### src/rtl/qupls4_fu_credit_tracker.sv
// qupls4_fu_credit_tracker
//   Tracks the reservation-station occupancy of every functional unit and
//   produces the registered busy vector the dispatcher uses to stall.
//   Arrivals are counted from the dispatch slots and removals from fu_take.
//   Busy asserts HEADROOM entries early to cover dispatches already in flight.
//   Over- and underflow of the occupancy count set a sticky acct_err flag.
//   Optional feature: define QUPLS4_FU_PERF_EN to add per-unit busy-cycle
//   counters, which are read through perf_sel/perf_cnt.
module qupls4_fu_credit_tracker #(
  parameter int NFU      = 15,
  parameter int NDISP    = 4,
  parameter int RS_DEPTH = 4,
  parameter int HEADROOM = 1,
  parameter int CW       = $clog2(RS_DEPTH + 1)
) (
  input  logic                clk,
  input  logic                rst,
  input  logic                flush,
  input  logic [NDISP-1:0]    disp_v,
  input  logic [NDISP*4-1:0]  disp_fu,
  input  logic [NFU-1:0]      fu_take,
  input  logic [15:0]         fu_disable,
  input  logic                ovf_clr,
  output logic [15:0]         busy,
  output logic [NFU*CW-1:0]   occ,
  output logic                acct_err,
  input  logic [3:0]          perf_sel,
  output logic [31:0]         perf_cnt
);

  // The extra bits let the occupancy arithmetic hold the full range without
  // wrapping. The range is -1 to RS_DEPTH+NDISP.
  localparam int RW = CW + 3;

  logic [CW-1:0]  r_occ [NFU];
  logic [15:0]    r_busy;
  logic           r_acct_err;

  logic [CW-1:0]  w_occ_next [NFU];
  logic [15:0]    w_busy_next;
  logic [NFU-1:0] w_err;

  genvar gi;

  // Compute the next occupancy, an error indication and the busy bit for each unit.
  generate
    for (gi = 0; gi < NFU; gi++) begin : g_unit
      logic [RW-1:0]        w_inc;
      logic signed [RW-1:0] w_raw;

      // Count the valid dispatch slots that target this unit.
      always_comb begin
        w_inc = '0;
        for (int k = 0; k < NDISP; k++) begin
          if (disp_v[k] && (disp_fu[4*k +: 4] == 4'(gi))) begin
            w_inc = w_inc + {{(RW-1){1'b0}}, 1'b1};
          end
        end
      end

      assign w_raw = $signed({3'b000, r_occ[gi]}) + $signed(w_inc)
                   - $signed({{(RW-1){1'b0}}, fu_take[gi]});

      // Clamp to the range 0 to RS_DEPTH. A value outside that range is an
      // accounting error.
      always_comb begin
        w_err[gi]      = 1'b0;
        w_occ_next[gi] = w_raw[CW-1:0];
        if (w_raw[RW-1]) begin
          w_occ_next[gi] = '0;
          w_err[gi]      = 1'b1;
        end else if (w_raw > $signed(RW'(RS_DEPTH))) begin
          w_occ_next[gi] = CW'(RS_DEPTH);
          w_err[gi]      = 1'b1;
        end
      end

      assign w_busy_next[gi] = fu_disable[gi]
                             | (w_occ_next[gi] >= CW'(RS_DEPTH - HEADROOM));
      assign occ[CW*gi +: CW] = r_occ[gi];
    end

    // Codes that do not belong to any unit always read as busy.
    for (gi = NFU; gi < 16; gi++) begin : g_nounit
      assign w_busy_next[gi] = 1'b1;
    end
  endgenerate

`ifdef QUPLS4_FU_PERF_EN
  logic [31:0] r_perf [NFU];
`endif

  // Register the occupancy, busy and error state. A flush empties every
  // station and raises no error. Setting the error flag wins over a clear
  // in the same cycle.
  always_ff @(posedge clk or negedge rst) begin
    if (!rst) begin
      for (int f = 0; f < NFU; f++) begin
        r_occ[f] <= '0;
      end
      r_busy     <= 16'hFFFF;
      r_acct_err <= 1'b0;
`ifdef QUPLS4_FU_PERF_EN
      for (int f = 0; f < NFU; f++) begin
        r_perf[f] <= '0;
      end
`endif
    end else begin
      if (flush) begin
        for (int f = 0; f < NFU; f++) begin
          r_occ[f] <= '0;
        end
        r_busy <= fu_disable | 16'h8000;
        if (ovf_clr) begin
          r_acct_err <= 1'b0;
        end
      end else begin
        for (int f = 0; f < NFU; f++) begin
          r_occ[f] <= w_occ_next[f];
        end
        r_busy <= w_busy_next;
        if (|w_err) begin
          r_acct_err <= 1'b1;
        end else if (ovf_clr) begin
          r_acct_err <= 1'b0;
        end
      end
`ifdef QUPLS4_FU_PERF_EN
      for (int f = 0; f < NFU; f++) begin
        if (r_busy[f]) begin
          r_perf[f] <= r_perf[f] + 32'd1;
        end
      end
`endif
    end
  end

  assign busy     = r_busy;
  assign acct_err = r_acct_err;

`ifdef QUPLS4_FU_PERF_EN
  // Read out the selected counter. Selects with no unit behind them read zero.
  always_comb begin
    perf_cnt = 32'd0;
    if (int'(perf_sel) < NFU) begin
      perf_cnt = r_perf[perf_sel];
    end
  end
`else
  logic w_unused_perf_sel;
  assign w_unused_perf_sel = ^perf_sel;
  assign perf_cnt          = 32'd0;
`endif

endmodule

### config.mk
export PLATFORM = sky130hd
export DESIGN_NAME = qupls4_fu_credit_tracker
export DESIGN_NICKNAME = d
export VERILOG_FILES = /design/src/rtl/qupls4_fu_credit_tracker.sv
export SDC_FILE = /design/constraint.sdc
export NUM_CORES = 1
export LEC_CHECK = 0
export ABC_AREA = 1
export ABC_CLOCK_PERIOD_IN_PS = 3000
export BUFFER_PORTS_ARGS = -buffer_cell sky130_fd_sc_hd__buf_2
export CAP_MARGIN = 30
export CORE_ASPECT_RATIO = 1.4
export CORE_MARGIN = 3
export CORE_UTILIZATION = 38
export CTS_CLUSTER_SIZE = 16
export DETAILED_ROUTE_END_ITERATION = 12
export HOLD_SLACK_MARGIN = 0.06
export SLEW_MARGIN = 20
export SYNTH_ARGS = -nofsm -noshare
export SYNTH_HDL_FRONTEND = slang
export SYNTH_SLANG_ARGS = --single-unit
### constraint.sdc
create_clock -name clk -period 3 [get_ports clk]
set_input_delay 0.3 -clock clk [delete_from_list [all_inputs] [get_ports clk]]
set_output_delay 0.3 -clock clk [all_outputs]
set_load 0.05 [all_outputs]
Word level (Yosys, flattened, before mapping)
Index checks and enable logic that the tools add are counted.

storage, ports and cells
  register bits after elaboration = 62
  bits in latches = 0
  bits in writable memories = 0
  ROM bits = 0
  memories kept = 0

cells by class
  add/sub/neg operators = 75
  multipliers = 0
  div/mod/pow operators = 0
  $lt $le $gt $ge = 30
  equality and inequality tests = 56
  shifts and indexed selects = 0
  muxes and demuxes = 125
  bitwise operators = 15
  reductions and logical operators = 65

operators by type and width
  kind                                                                                 count
  6-bit by 1-bit adder with 6-bit output, second input constant                        45
  6-bit 2-to-1 mux                                                                     45
  4-bit == test, second input constant                                                 28
  4-bit by 6-bit adder with 6-bit output                                               15
  6-bit by 4-bit > comparator with 1-bit output, second input constant                 15
  3-bit 2-to-1 mux                                                                     30
  6-bit by 2-bit subtractor with 6-bit output                                          15
  4-bit by 3-bit == test with 1-bit output, second input constant                      16
  1-bit logical AND                                                                    60
  1-bit 2-to-1 mux                                                                     48
  3-bit by 2-bit greater-or-equal comparator with 1-bit output, second input constant  15
  45-bit 2-to-1 mux                                                                    1
  4-bit by 2-bit == test with 1-bit output, second input constant                      8
  4-bit by 1-bit == test with 1-bit output, second input constant                      4
  4-bit zero test                                                                      4
  15-bit 2-to-1 mux                                                                    1
  1-bit bitwise OR                                                                     15
  15-bit OR reduction                                                                  1

Longest topological paths before layout
Gate-level depths: netlist of run 1.

  word-level depth = 17
  depth in mapped cells = 26
  gate-level depth less buffers = 26

Least setup slack after synthesis of run 1
No wires, ideal clock.

  kind = input port to flip-flop
  from = input disp_v[0]
  to = register r_acct_err, in the netlist acct_err
  setup time = 0.118 ns
  arrival time = 3.489 ns
  data required time = 2.882 ns
  setup slack = -0.606 ns
  cell stages on the path = 23
  path buffers = 0
  cell sequence = clkinv_1 -> nor3_1 -> inv_1 -> nor2_1 -> ha_1 -> or2_2 -> nand2_1 -> inv_1 -> ha_1 -> mux2i_1 -> ha_1 -> fa_1 -> inv_1 -> nor2_1 -> o21ai_0 -> inv_1 -> nand3_1 -> nor2_1 -> nand2_1 -> nor2_1 -> nand2_1 -> nand2_1 -> nand2_1

on the way
  word-level cells in the longest chain between the ends = 16

ends and longest elaborated chain
  element                                        line  RTL
  start: declaration                             19    input logic [NDISP-1:0] disp_v,
  1-bit logical AND                              55    if (disp_v[k] && (disp_fu[4*k +: 4] == 4'(gi))) begin
  1-bit 2-to-1 mux                               55
  6-bit by 1-bit adder with 6-bit output         56    w_inc = w_inc + {{(RW-1){1'b0}}, 1'b1};
  6-bit 2-to-1 mux                               55
  6-bit by 1-bit adder with 6-bit output         56
  6-bit 2-to-1 mux                               55
  6-bit by 1-bit adder with 6-bit output         56
  6-bit 2-to-1 mux                               55
  4-bit by 6-bit adder with 6-bit output         61    assign w_raw = $signed({3'b000, r_occ[gi]}) + $signed(w_inc)
  6-bit by 2-bit subtractor with 6-bit output    62    - $signed({{(RW-1){1'b0}}, fu_take[gi]});
  6-bit by 4-bit > comparator with 1-bit output  72    end else if (w_raw > $signed(RW'(RS_DEPTH))) begin
  1-bit 2-to-1 mux                               72
  1-bit 2-to-1 mux                               69    if (w_raw[RW-1]) begin
  15-bit OR reduction (*)                        122   if (|w_err) begin
  1-bit 2-to-1 mux (*)                           122
  1-bit 2-to-1 mux (*)                           109   if (flush) begin
  end signal: assignment                         115   r_acct_err <= 1'b0;
  end signal: assignment                         123   r_acct_err <= 1'b1;
  end signal: assignment                         125   r_acct_err <= 1'b0;
  end: declaration                               37    logic r_acct_err;

Every way passes the cells marked *; elsewhere a longest branch is shown, timed or not.

Worst setup path after layout of run 1
  from = input disp_fu[3]
  to = register r_acct_err, in the netlist acct_err

on the way
  word-level cells in the longest chain between the ends = 17

ends and longest elaborated chain
  element                                                           line  RTL
  start: declaration                                                20    input logic [NDISP*4-1:0] disp_fu,
  4-bit by 1-bit == test with 1-bit output (tied with other cells)  55
  1-bit logical AND                                                 55
  1-bit 2-to-1 mux                                                  55
  6-bit by 1-bit adder with 6-bit output                            56
  6-bit 2-to-1 mux                                                  55
  6-bit by 1-bit adder with 6-bit output                            56
  6-bit 2-to-1 mux                                                  55
  6-bit by 1-bit adder with 6-bit output                            56
  6-bit 2-to-1 mux                                                  55
  4-bit by 6-bit adder with 6-bit output                            61
  6-bit by 2-bit subtractor with 6-bit output                       62
  6-bit by 4-bit > comparator with 1-bit output                     72
  1-bit 2-to-1 mux                                                  72
  1-bit 2-to-1 mux                                                  69
  15-bit OR reduction (*)                                           122
  1-bit 2-to-1 mux (*)                                              122
  1-bit 2-to-1 mux (*)                                              109

Marks and branches as above.

==> results.tsv, run 1 <==
metric	value	unit
status	finished, violations left	
failing checks	setup timing	
Cell Area, Synth	8469	µm²
core area	21860	µm²
row cnt	64	
root buffer cell	clkbuf_16	
Routed WL per cell	13.22	µm
final worst path period share	117.1	%
# fillers	1822	
count leader, synth	inv_1	
Die Width	132.2	µm
CTS Buf Count	9	
placed cell count	1876	
Detailed Route Iter0 Violations	286	
number of global-route vias before repair	9007	
Psw	1.892	mW
initial antenna violation count	2	
I/O Buffers	114	
TritonCTS clock tree	done	
die height	182.6	µm
# diodes	0	
Synth area leaders	ha_1 24%, dfrtp_1 14%, inv_1 13%, nand2_1 10%, nor2_1 6.7%	
clk slew on worst S/H paths	0.06	ns
Mapped Avg Cell Area	6.919	µm²
die area	24140	µm²
wl on met1	9.647	mm
Power per Cell Area	331.0	nW/µm²
share of cells above drive strength 1	45.44	%
# nets final	1913	
CTS Sinks	61	
RD Place Congestion	0.8542	
pin count of the biggest net entering global routing	34	
internal reg-to-reg setup slack	0.58	ns
critical path type	in -> reg	
Routed Wire Length	26.13	mm
Hold Startpoint	fu_disable[12]	
initial core utilization	38.74	%
post-synth top area cell	ha_1	
worst slew pin tran	0.7189	ns
Crit Path Max Fanout	4	
peak supply drop	0.0002681	V
total power	4.622	mW
Tightest Hold Check Type	in -> reg	
Final Hold Viols	0	
Worst Setup End Kind	register	
area grow syn2layout	64.87	%
io pins	153	
FMAX	284.7	MHz
Synth cell types	37	
Cell Int Power	2.730	mW
Routed Antenna Nets	0	
post-synth top area share	24.38	%
Post-synth EDFFs	0	
hold path depth	3	
Top Metal Used	met5	
RSZ-0062 raised after global routing	yes	
Finished Layout Cells	1976	
Critical R2R Capture	acct_err$_DFF_PN0_	
asr flop ratio synth	100.0	%
Post-Synthesis Cells	1224	
grt ovf	0	
dpl hpwl	18.88	mm
Crit path arrival time	3.76	ns
final slew viol count	0	
Reg power frac	20.2	%
maxcap violations	0	
Tmin final	3.513	ns
Logic pwr share	53.8	%
Clock Latency Late Sink	0.36	ns
H-tree levels	3	
clock skew	0.008653	ns
max_slew headroom	52.07	%
Seq/Total Area, Yosys	18.24	%
vias per cell	4.563	
CTS Buffer Depth	2	
reg2reg start	occ[16]$_DFF_PN0_	
Synth top cells by count	301 x inv_1, 235 x nand2_1, 165 x ha_1	
via count	9016	
Worst R2R Path Depth	15	
Ys Warns	0	
WHS	0.1160	ns
first-pass GRT wire length	39.56	mm
Synth Flop Type	dfrtp_1	
Req. time, crit path	3.25	ns
Yosys reg bits	61	
wire length on met2	14.59	mm
Final setup viols	57	
# DRC	0	
Initial DRT Pass Iterations	4	
Sw Share	40.94	%
GRT Util Overall	20.15	%
met3 WL	907	µm
Hold EP	busy[12]$_DFF_PN1_	
Clk pwr share	26.0	%
Startpoint Class	primary input	
Pleak	7.215	nW
final worst setup slack	-0.5129	ns
-- registers in the layout (all words and copies together), names as in the netlist --
signal,flops
occ,45
busy,15
acct_err,1
-- worst max-delay path by stage --
stage                    start                 end  slack (ns)  cells after the start
floorplan           disp_fu[5]  acct_err$_DFF_PN0_       -0.26                     21
global placement    disp_fu[4]  acct_err$_DFF_PN0_       -1.12                     26
detailed placement  disp_fu[4]  acct_err$_DFF_PN0_       -1.13                     26
CTS                 disp_fu[4]  acct_err$_DFF_PN0_       -0.45                     24
global route        disp_fu[6]  acct_err$_DFF_PN0_       -0.74                     24
finish              disp_fu[3]  acct_err$_DFF_PN0_       -0.51                     24
-- per-stage QoR --
stage / worst slack, ns / area (µm²) / setup TNS [ns] / util, %
floorplan: -0.2587 / 8876 / -2.568 / -
global placement: -1.115 / 11200 / -40.23 / 51.25
detailed placement: -1.131 / 11200 / -42.33 / 51.25
CTS: -0.4452 / 12870 / -10.84 / 58.89
global route: -0.7419 / 13960 / -25.36 / 63.87
finish: -0.5129 / 13960 / -14.35 / 63.87
-- routing by layer --
layer  global-route usage (%)  vias to the layer above
li1                         -                     4554
met1                    20.34                     4220
met3                    2.923                       64
met4                    8.361                        4
met2                    40.61                      174
met5                        0                        -
-- kinds of logic after synthesis --
kind of cell | after synthesis | share of synthesized area [%]
AOI/OAI and AO/OA | 53 | 3.265
xor gates and xnor gates | 33 | 3.590
adders and majority gates | 180 | 27.92
buffers and inverters | 343 | 16.72
DFF | 61 | 18.24
muxes | 15 | 1.773
other | 2 | 0.08867
and+or+nand+nor | 537 | 28.39
-- power groups by stage --
stage | Sequential (mW) | Clock (mW) | Combinational [mW]
2_1_floorplan | 1.18 | 0 | 1.04
3_3_place_gp | 0.945 | 0 | 1.90
3_5_place_dp | 0.945 | 0 | 1.93
4_1_cts | 0.932 | 1.23 | 2.21
5_1_grt | 0.940 | 1.26 | 2.74
6_report | 0.932 | 1.20 | 2.49
-- cells in the final DEF, fill, tap and decap left out, types with 17 or more instances in the layout --
| cell type | n |
|---|---|
| nand2_2 | 17 |
| conb_1 | 63 |
| inv_1 | 234 |
| inv_2 | 61 |
| ha_1 | 115 |
| nor2_4 | 38 |
| nor2_1 | 101 |
| nand2_1 | 208 |
| nand3_1 | 56 |
| nor2_2 | 27 |
| buf_6 | 45 |
| buf_4 | 253 |
| dfrtp_1 | 46 |
| buf_2 | 104 |
| ha_4 | 39 |
-- what timing repair did --
action | 4_1_cts | 5_1_grt
hold buffers | 1 | 0
pin swaps | 82 | 98
hold endpoints to repair | 21 | 0
resized for setup | 218 | 192
endpoints found under the setup margin | 60 | 61
buffers inserted | 59 | 35
-- cell type report --
type	count	area, µm²	area share, %
well taps	297	371.6	2.661
clock inverters	5	82.58	0.5914
clock buffers	11	252.7	1.810
flip-flops and latches	61	1545	11.07
multi-input cells	881	7348	52.63
inverters	306	1206	8.638
repair buffers	415	3157	22.61
-- critical path: stages --
cell and delay (ns):
buf_12 0.11, nor3_4 0.23, inv_4 0.09, buf_6 0.12, nor2_4 0.11, ha_4 0.22, or2_1 0.22, nand2_2 0.07
inv_2 0.03, ha_1 0.26, mux2i_1 0.17, ha_1 0.29, fa_1 0.59, inv_2 0.05, nor2_4 0.10, o21ai_2 0.06
nor2_2 0.14, nand2_1 0.11, nor2_1 0.11, nand2_1 0.10, nor2_4 0.10, nand2_1 0.06, nand2_1 0.06, nand2_1 0.06
No activity file was read; power rests on OpenSTA's default activity.
==> run 2: changes to the inputs <==
--- a/config.mk
+++ b/config.mk
@@ -9,12 +9,15 @@
 export ABC_CLOCK_PERIOD_IN_PS = 3000
 export BUFFER_PORTS_ARGS = -buffer_cell sky130_fd_sc_hd__buf_2
 export CAP_MARGIN = 30
+export CELL_PAD_IN_SITES_DETAIL_PLACEMENT = 0
+export CELL_PAD_IN_SITES_GLOBAL_PLACEMENT = 1
 export CORE_ASPECT_RATIO = 1.4
 export CORE_MARGIN = 3
 export CORE_UTILIZATION = 38
 export CTS_CLUSTER_SIZE = 16
 export DETAILED_ROUTE_END_ITERATION = 12
 export HOLD_SLACK_MARGIN = 0.06
+export PLACE_DENSITY_LB_ADDON = 0.1
 export SLEW_MARGIN = 20
 export SYNTH_ARGS = -nofsm -noshare
 export SYNTH_HDL_FRONTEND = slang
==> results.tsv, run 2 (synthesis results as in run 1) <==
metric	value	unit	change
CTS Sinks	61		unchanged
crit path buf inv count	7		+2
FMAX	281.7	MHz	-1.0%
Final Hold Viols	0		unchanged
share of cells above drive strength 1	45.73	%	+0.29 points
vias per cell	4.431		-2.9%
Psw	1.879	mW	-0.66%
worst slew pin tran	0.8804	ns	+0.1615 ns
root buffer cell	clkbuf_16		
Initial DRT Pass Iterations	4		unchanged
Finished Layout Cells	1986		+0.51%
Worst Setup End Kind	register		
cell mode on critical path	nand2_1		
met3 usage	2.951	%	+0.028 points
clk slew on worst S/H paths	0.06	ns	about the same
hold_buf cts	0		-1
Tmin final	3.549	ns	+0.03638 ns
internal reg-to-reg setup slack	0.56	ns	-0.02 ns
number of global-route vias before repair	8781		-2.5%
Critical Path Max Stage Delay	0.60	ns	about the same
Detailed Route Iter0 Violations	197		-31%
Tightest Hold Check Type	in -> async		
Req. time, crit path	3.26	ns	about the same
Clock Latency Late Sink	0.36	ns	about the same
row cnt	64		unchanged
CTS Buf Count	9		unchanged
Routed Antenna Nets	0		unchanged
Largest delay share family, worst path	adder cells		
# DRC	0		unchanged
I/O Buffers	114		unchanged
Worst R2R Path Depth	15		unchanged
initial core utilization	38.74	%	unchanged
M2 GR Usage	40.16	%	-0.45 points
pin count of the biggest net entering global routing	62		+82%
io pins	153		unchanged
Cell Int Power	2.627	mW	-3.8%
peak supply drop	0.0002686	V	+0.16%
critical path type	in -> reg		
met1 usage	21.42	%	+1.1 points
final worst path period share	118.3	%	+1.2 points
initial antenna violation count	2		unchanged
CTS Buffer Depth	2		unchanged
status	finished, violations left		
Setup WS pre-CTS	-1.082	ns	+0.04821 ns
total power	4.507	mW	-2.5%
GRT Util Overall	20.38	%	+0.23 points
first-pass GRT wire length	39.54	mm	about the same
core area	21860	µm²	unchanged
Startpoint Class	primary input		
area grow syn2layout	65.09	%	
die area	24140	µm²	unchanged
RSZ-0062 raised after global routing	yes		
dpl hpwl	18.83	mm	-0.28%
Crit path arrival time	3.81	ns	+0.05 ns
Clk pwr share	24.0	%	-2.0 points
final worst setup slack	-0.5493	ns	-0.03638 ns
# nets final	1922		+0.47%
Crit Path Max Fanout	4		unchanged
H-tree levels	3		unchanged
failing checks	setup timing		
placed cell count	1872		-0.21%
final slew viol count	0		unchanged
Sw Share	41.70	%	+0.77 points
Crit-path slowest cell	fa_2		
Setup crit start	disp_v[0]		
leading cell types in the layout, fill and taps excluded	262 x buf_4, 240 x inv_1, 200 x nand2_1		
Final setup viols	61		+7.0%
Crit path depth	26		+8.3%
Routed Wire Length	25.26	mm	-3.3%
commonest non-fill, non-tap cell in the layout	buf_4		
max_slew headroom	41.31	%	-11 points
RD Place Congestion	0.8504		-0.44%
Reg power frac	20.7	%	+0.5 points
Routed WL per cell	12.72	µm	-3.8%
grt ovf	0		unchanged
clock skew	0.01310	ns	+0.004448 ns
max reg flops	45		unchanged
reg2reg start	occ[10]$_DFF_PN0_		
TritonCTS clock tree	done		
most used routing layer	met2		
Logic pwr share	55.4	%	+1.6 points
via count	8800		-2.4%
Die Width	132.2	µm	unchanged
die height	182.6	µm	unchanged
maxcap violations	0		unchanged
Pleak	7.271	nW	+0.78%
Power per Cell Area	322.3	nW/µm²	-2.6%
-- run 2: cell types whose count changed in the layout (fill, tap and decap cells not counted), moves of 4 or more --
cell     change
ha_4         -4
inv_1        +6
nor4_4       +4
nand2_1      -8
buf_4        +9
buf_6        +4
ha_1         +5
nand2_2      +7
inv_2        -4
-- run 2: routing by layer --
layer	routed length (µm)	vias up
li1	-	4568
met1	9660	4056
met2	13970	126
met3	736	48
met4	881	2
met5	7	-
-- run 2: path summary, 6_finish.rpt --
path                                           end
min in group clk                 busy[9]$_DFF_PN1_
worst min-delay path            acct_err$_DFF_PN0_
worst min register to register  acct_err$_DFF_PN0_
worst max-delay path            acct_err$_DFF_PN0_
worst max register to register  acct_err$_DFF_PN0_
max in group asynchronous        occ[32]$_DFF_PN0_
-- run 2: final cells by class --
cell class                      instances  area, µm²
Tap cell                              297      371.6
Clock buffer                           12      246.5
Antenna cell                            1      2.502
Fill cell                            1961       7879
Clock inverter                          4      47.55
Multi-Input combinational cell        881       7373
Sequential cell                        61       1545
Inverter                              306       1201
Timing Repair Buffer                  424       3194
-- run 2: timing repair --
item,CTS,global route
pin swaps,83,148
endpoints found under the setup margin,59,61
gates resized for setup,211,203
hold endpoints to repair,0,0
buffers inserted,62,45
-- run 2: power by group through the flow --
stage	sequential [mW]	combinational (mW)	clock, mW
3_5_place_dp	0.945	1.93	0
4_1_cts	0.932	2.23	1.12
3_3_place_gp	0.945	1.92	0
6_report	0.932	2.50	1.08
5_1_grt	0.940	2.75	1.14
2_1_floorplan	1.18	1.04	0
-- run 2: stage by stage --
step	setup TNS (ns)	hold slack (ns)	cell area, µm²	util (%)
after floorplan	-2.568	0.004409	8876	-
after global placement	-41.39	0.4828	11150	51.01
after detailed placement	-42.39	0.4773	11150	51.01
after CTS	-11.58	0.08999	12860	58.83
after global routing	-27.12	0.1284	13980	63.96
final	-16.63	0.05982	13980	63.96
==> run 3: changes to the inputs <==
--- a/config.mk
+++ b/config.mk
@@ -6,7 +6,7 @@
 export NUM_CORES = 1
 export LEC_CHECK = 0
 export ABC_AREA = 1
-export ABC_CLOCK_PERIOD_IN_PS = 3000
+export ABC_CLOCK_PERIOD_IN_PS = 4080
 export BUFFER_PORTS_ARGS = -buffer_cell sky130_fd_sc_hd__buf_2
 export CAP_MARGIN = 30
 export CELL_PAD_IN_SITES_DETAIL_PLACEMENT = 0
@@ -18,6 +18,7 @@
 export DETAILED_ROUTE_END_ITERATION = 12
 export HOLD_SLACK_MARGIN = 0.06
 export PLACE_DENSITY_LB_ADDON = 0.1
+export REMOVE_ABC_BUFFERS = 1
 export SLEW_MARGIN = 20
 export SYNTH_ARGS = -nofsm -noshare
 export SYNTH_HDL_FRONTEND = slang
==> constraint.sdc (replaced) <==
create_clock -name clk -period 4.08 [get_ports clk]
set_input_delay 0.408 -clock clk [delete_from_list [all_inputs] [get_ports clk]]
set_output_delay 0.408 -clock clk [all_outputs]
set_load 0.05 [all_outputs]
==> results.tsv, run 3 (synthesis results as in run 1) <==
metric	value	unit	change
area grow syn2layout	24.12	%	
Startpoint Class	primary input		
Initial DRT Pass Iterations	4		unchanged
critical path type	in -> reg		
initial antenna violation count	2		unchanged
WHS	0.1542	ns	+0.09440 ns
max_slew headroom	46.10	%	+4.8 points
CTS Buffer Depth	2		unchanged
maxcap violations	0		unchanged
via count	7687		-13%
Largest delay share family, worst path	adder cells		
core area	21860	µm²	unchanged
io pins	153		unchanged
final slew viol count	0		unchanged
Setup crit start	disp_fu[1]		
Routed Wire Length	20.23	mm	-20%
number of global-route vias before repair	7651		-13%
TritonCTS clock tree	done		
Final Hold Viols	0		unchanged
CTS Buf Count	9		unchanged
crit path buf inv count	8		+1
final worst path period share	91.45	%	
Psw	1.123	mW	-40%
Detailed Route Iter0 Violations	224		+14%
Reg power frac	25.2	%	+4.5 points
vias per cell	4.343		-2.0%
RD Place Congestion	0.7971		-6.3%
leading cell types in the layout, fill and taps excluded	295 x inv_1, 233 x nand2_1, 164 x ha_1		
Final setup viols	0		-100%
Seq. cell area	1545	µm²	unchanged
Tightest Hold Check Type	in -> async		
Worst Setup End Kind	register		
initial core utilization	38.74	%	unchanged
grt ovf	0		unchanged
row cnt	64		unchanged
Logic pwr share	47.2	%	-8.2 points
reg2reg start	occ[16]$_DFF_PN0_		
# diodes	0		-1
# fillers	2345		+20%
Cell Int Power	1.591	mW	-39%
placed cell count	1755		-6.3%
Critical Path Max Stage Delay	0.57	ns	-0.03 ns
peak supply drop	0.0002069	V	-23%
Req. time, crit path	4.32	ns	+1.06 ns
Pleak	6.013	nW	-17%
Power per Cell Area	258.1	nW/µm²	-20%
Sw Share	41.38	%	-0.33 points
die area	24140	µm²	unchanged
die height	182.6	µm	unchanged
Finished Layout Cells	1770		-11%
Die Width	132.2	µm	unchanged
final worst setup slack	0.3487	ns	+0.8979 ns
I/O Buffers	114		unchanged
Crit-path slowest cell	fa_1		
max reg flops	45		unchanged
clk slew on worst S/H paths	0.05	ns	about the same
share of cells above drive strength 1	21.79	%	-24 points
Clk pwr share	27.6	%	+3.6 points
GRT Util Overall	17.42	%	-3.0 points
Crit path arrival time	3.97	ns	+0.16 ns
# nets final	1709		-11%
commonest non-fill, non-tap cell in the layout	inv_1		
Clock Latency Late Sink	0.35	ns	about the same
Routed WL per cell	11.43	µm	-10%
# DRC	0		unchanged
worst slew pin tran	0.8085	ns	-0.07190 ns
pin count of the biggest net entering global routing	62		unchanged
H-tree levels	3		unchanged
first-pass GRT wire length	34.11	mm	-14%
CTS Sinks	61		unchanged
Multi-input gate area	5857	µm²	-21%
Crit Path Max Fanout	3		-1
Tmin final	3.731	ns	
clock skew	0.009878	ns	-0.003224 ns
dpl hpwl	17.67	mm	-6.2%
Routed Antenna Nets	0		unchanged
status	finished, final reports clean		
root buffer cell	clkbuf_16		
FMAX	268.0	MHz	
Setup WS pre-CTS	-0.2781	ns	+0.8042 ns
==> run 3: per-stage QoR <==
step	cell area, µm²	TNS, ns	power, mW	utilization [%]
after detailed placement	10100	-0.8738	1.973	46.18
after floorplan	8431	0	1.576	-
after global routing	10510	-0.004461	2.958	48.09
after global placement	10100	-0.8746	1.968	46.18
after CTS	10380	0	2.750	47.49
final	10510	0	2.713	48.09
==> run 3: worst paths after layout <==
path,end,slack [ns],cells after the start
worst max-delay path,acct_err$_DFF_PN0_,0.35,26
worst min-delay path,occ[4]$_DFF_PN0_,0.15,1
worst max register to register,acct_err$_DFF_PN0_,1.67,15
worst min register to register,acct_err$_DFF_PN0_,0.47,2
max in group asynchronous,occ[42]$_DFF_PN0_,3.39,1
min in group clk,busy[11]$_DFF_PN1_,0.25,3
==> run 3: power by group through the flow <==
stage,sequential (mW),combinational (mW),clock [mW]
5_1_grt,0.690,1.46,0.804
3_5_place_dp,0.694,1.28,0
2_1_floorplan,0.867,0.710,0
6_report,0.684,1.28,0.750
4_1_cts,0.684,1.29,0.779
3_3_place_gp,0.693,1.28,0
==> run 3: worst register-to-register path: stages (launching register included) <==
cell,delay [ns]
dfrtp_1,0.37
inv_1,0.07
ha_1,0.34
fa_1,0.57
inv_1,0.05
nor2_1,0.09
o21ai_1,0.07
inv_1,0.07
nand3_1,0.10
nor2_1,0.12
buf_4,0.13
nand2_1,0.05
nor2_1,0.08
nand2_1,0.07
nand2_2,0.07
nand2_1,0.06
==> run 3: repair_timing <==
action | CTS | global route
hold buffers | 0 | 0
endpoints found under the setup margin | 0 | 6
gates resized for setup | 0 | 42
setup buffers | 0 | 1
==> run 3: cell type report <==
cell class              count  share of cell area, %
repair buffers            211                  12.41
flip-flops and latches     61                  14.70
multi-input cells         881                  55.71
clock inverters             1                0.04761
inverters                 306                  10.93
clock buffers              13                  2.666
well taps                 297                  3.535
==> run 3: metal layers <==
layer	global-route usage (%)	vias up	routed length, µm	part of all wire (%)
li1	-	4135	-	-
met1	19.11	3435	8288	41
met2	34.20	93	10920	54
met3	2.923	20	719	3.6
met4	4.742	4	278	1.4
met5	0	-	20	0.099
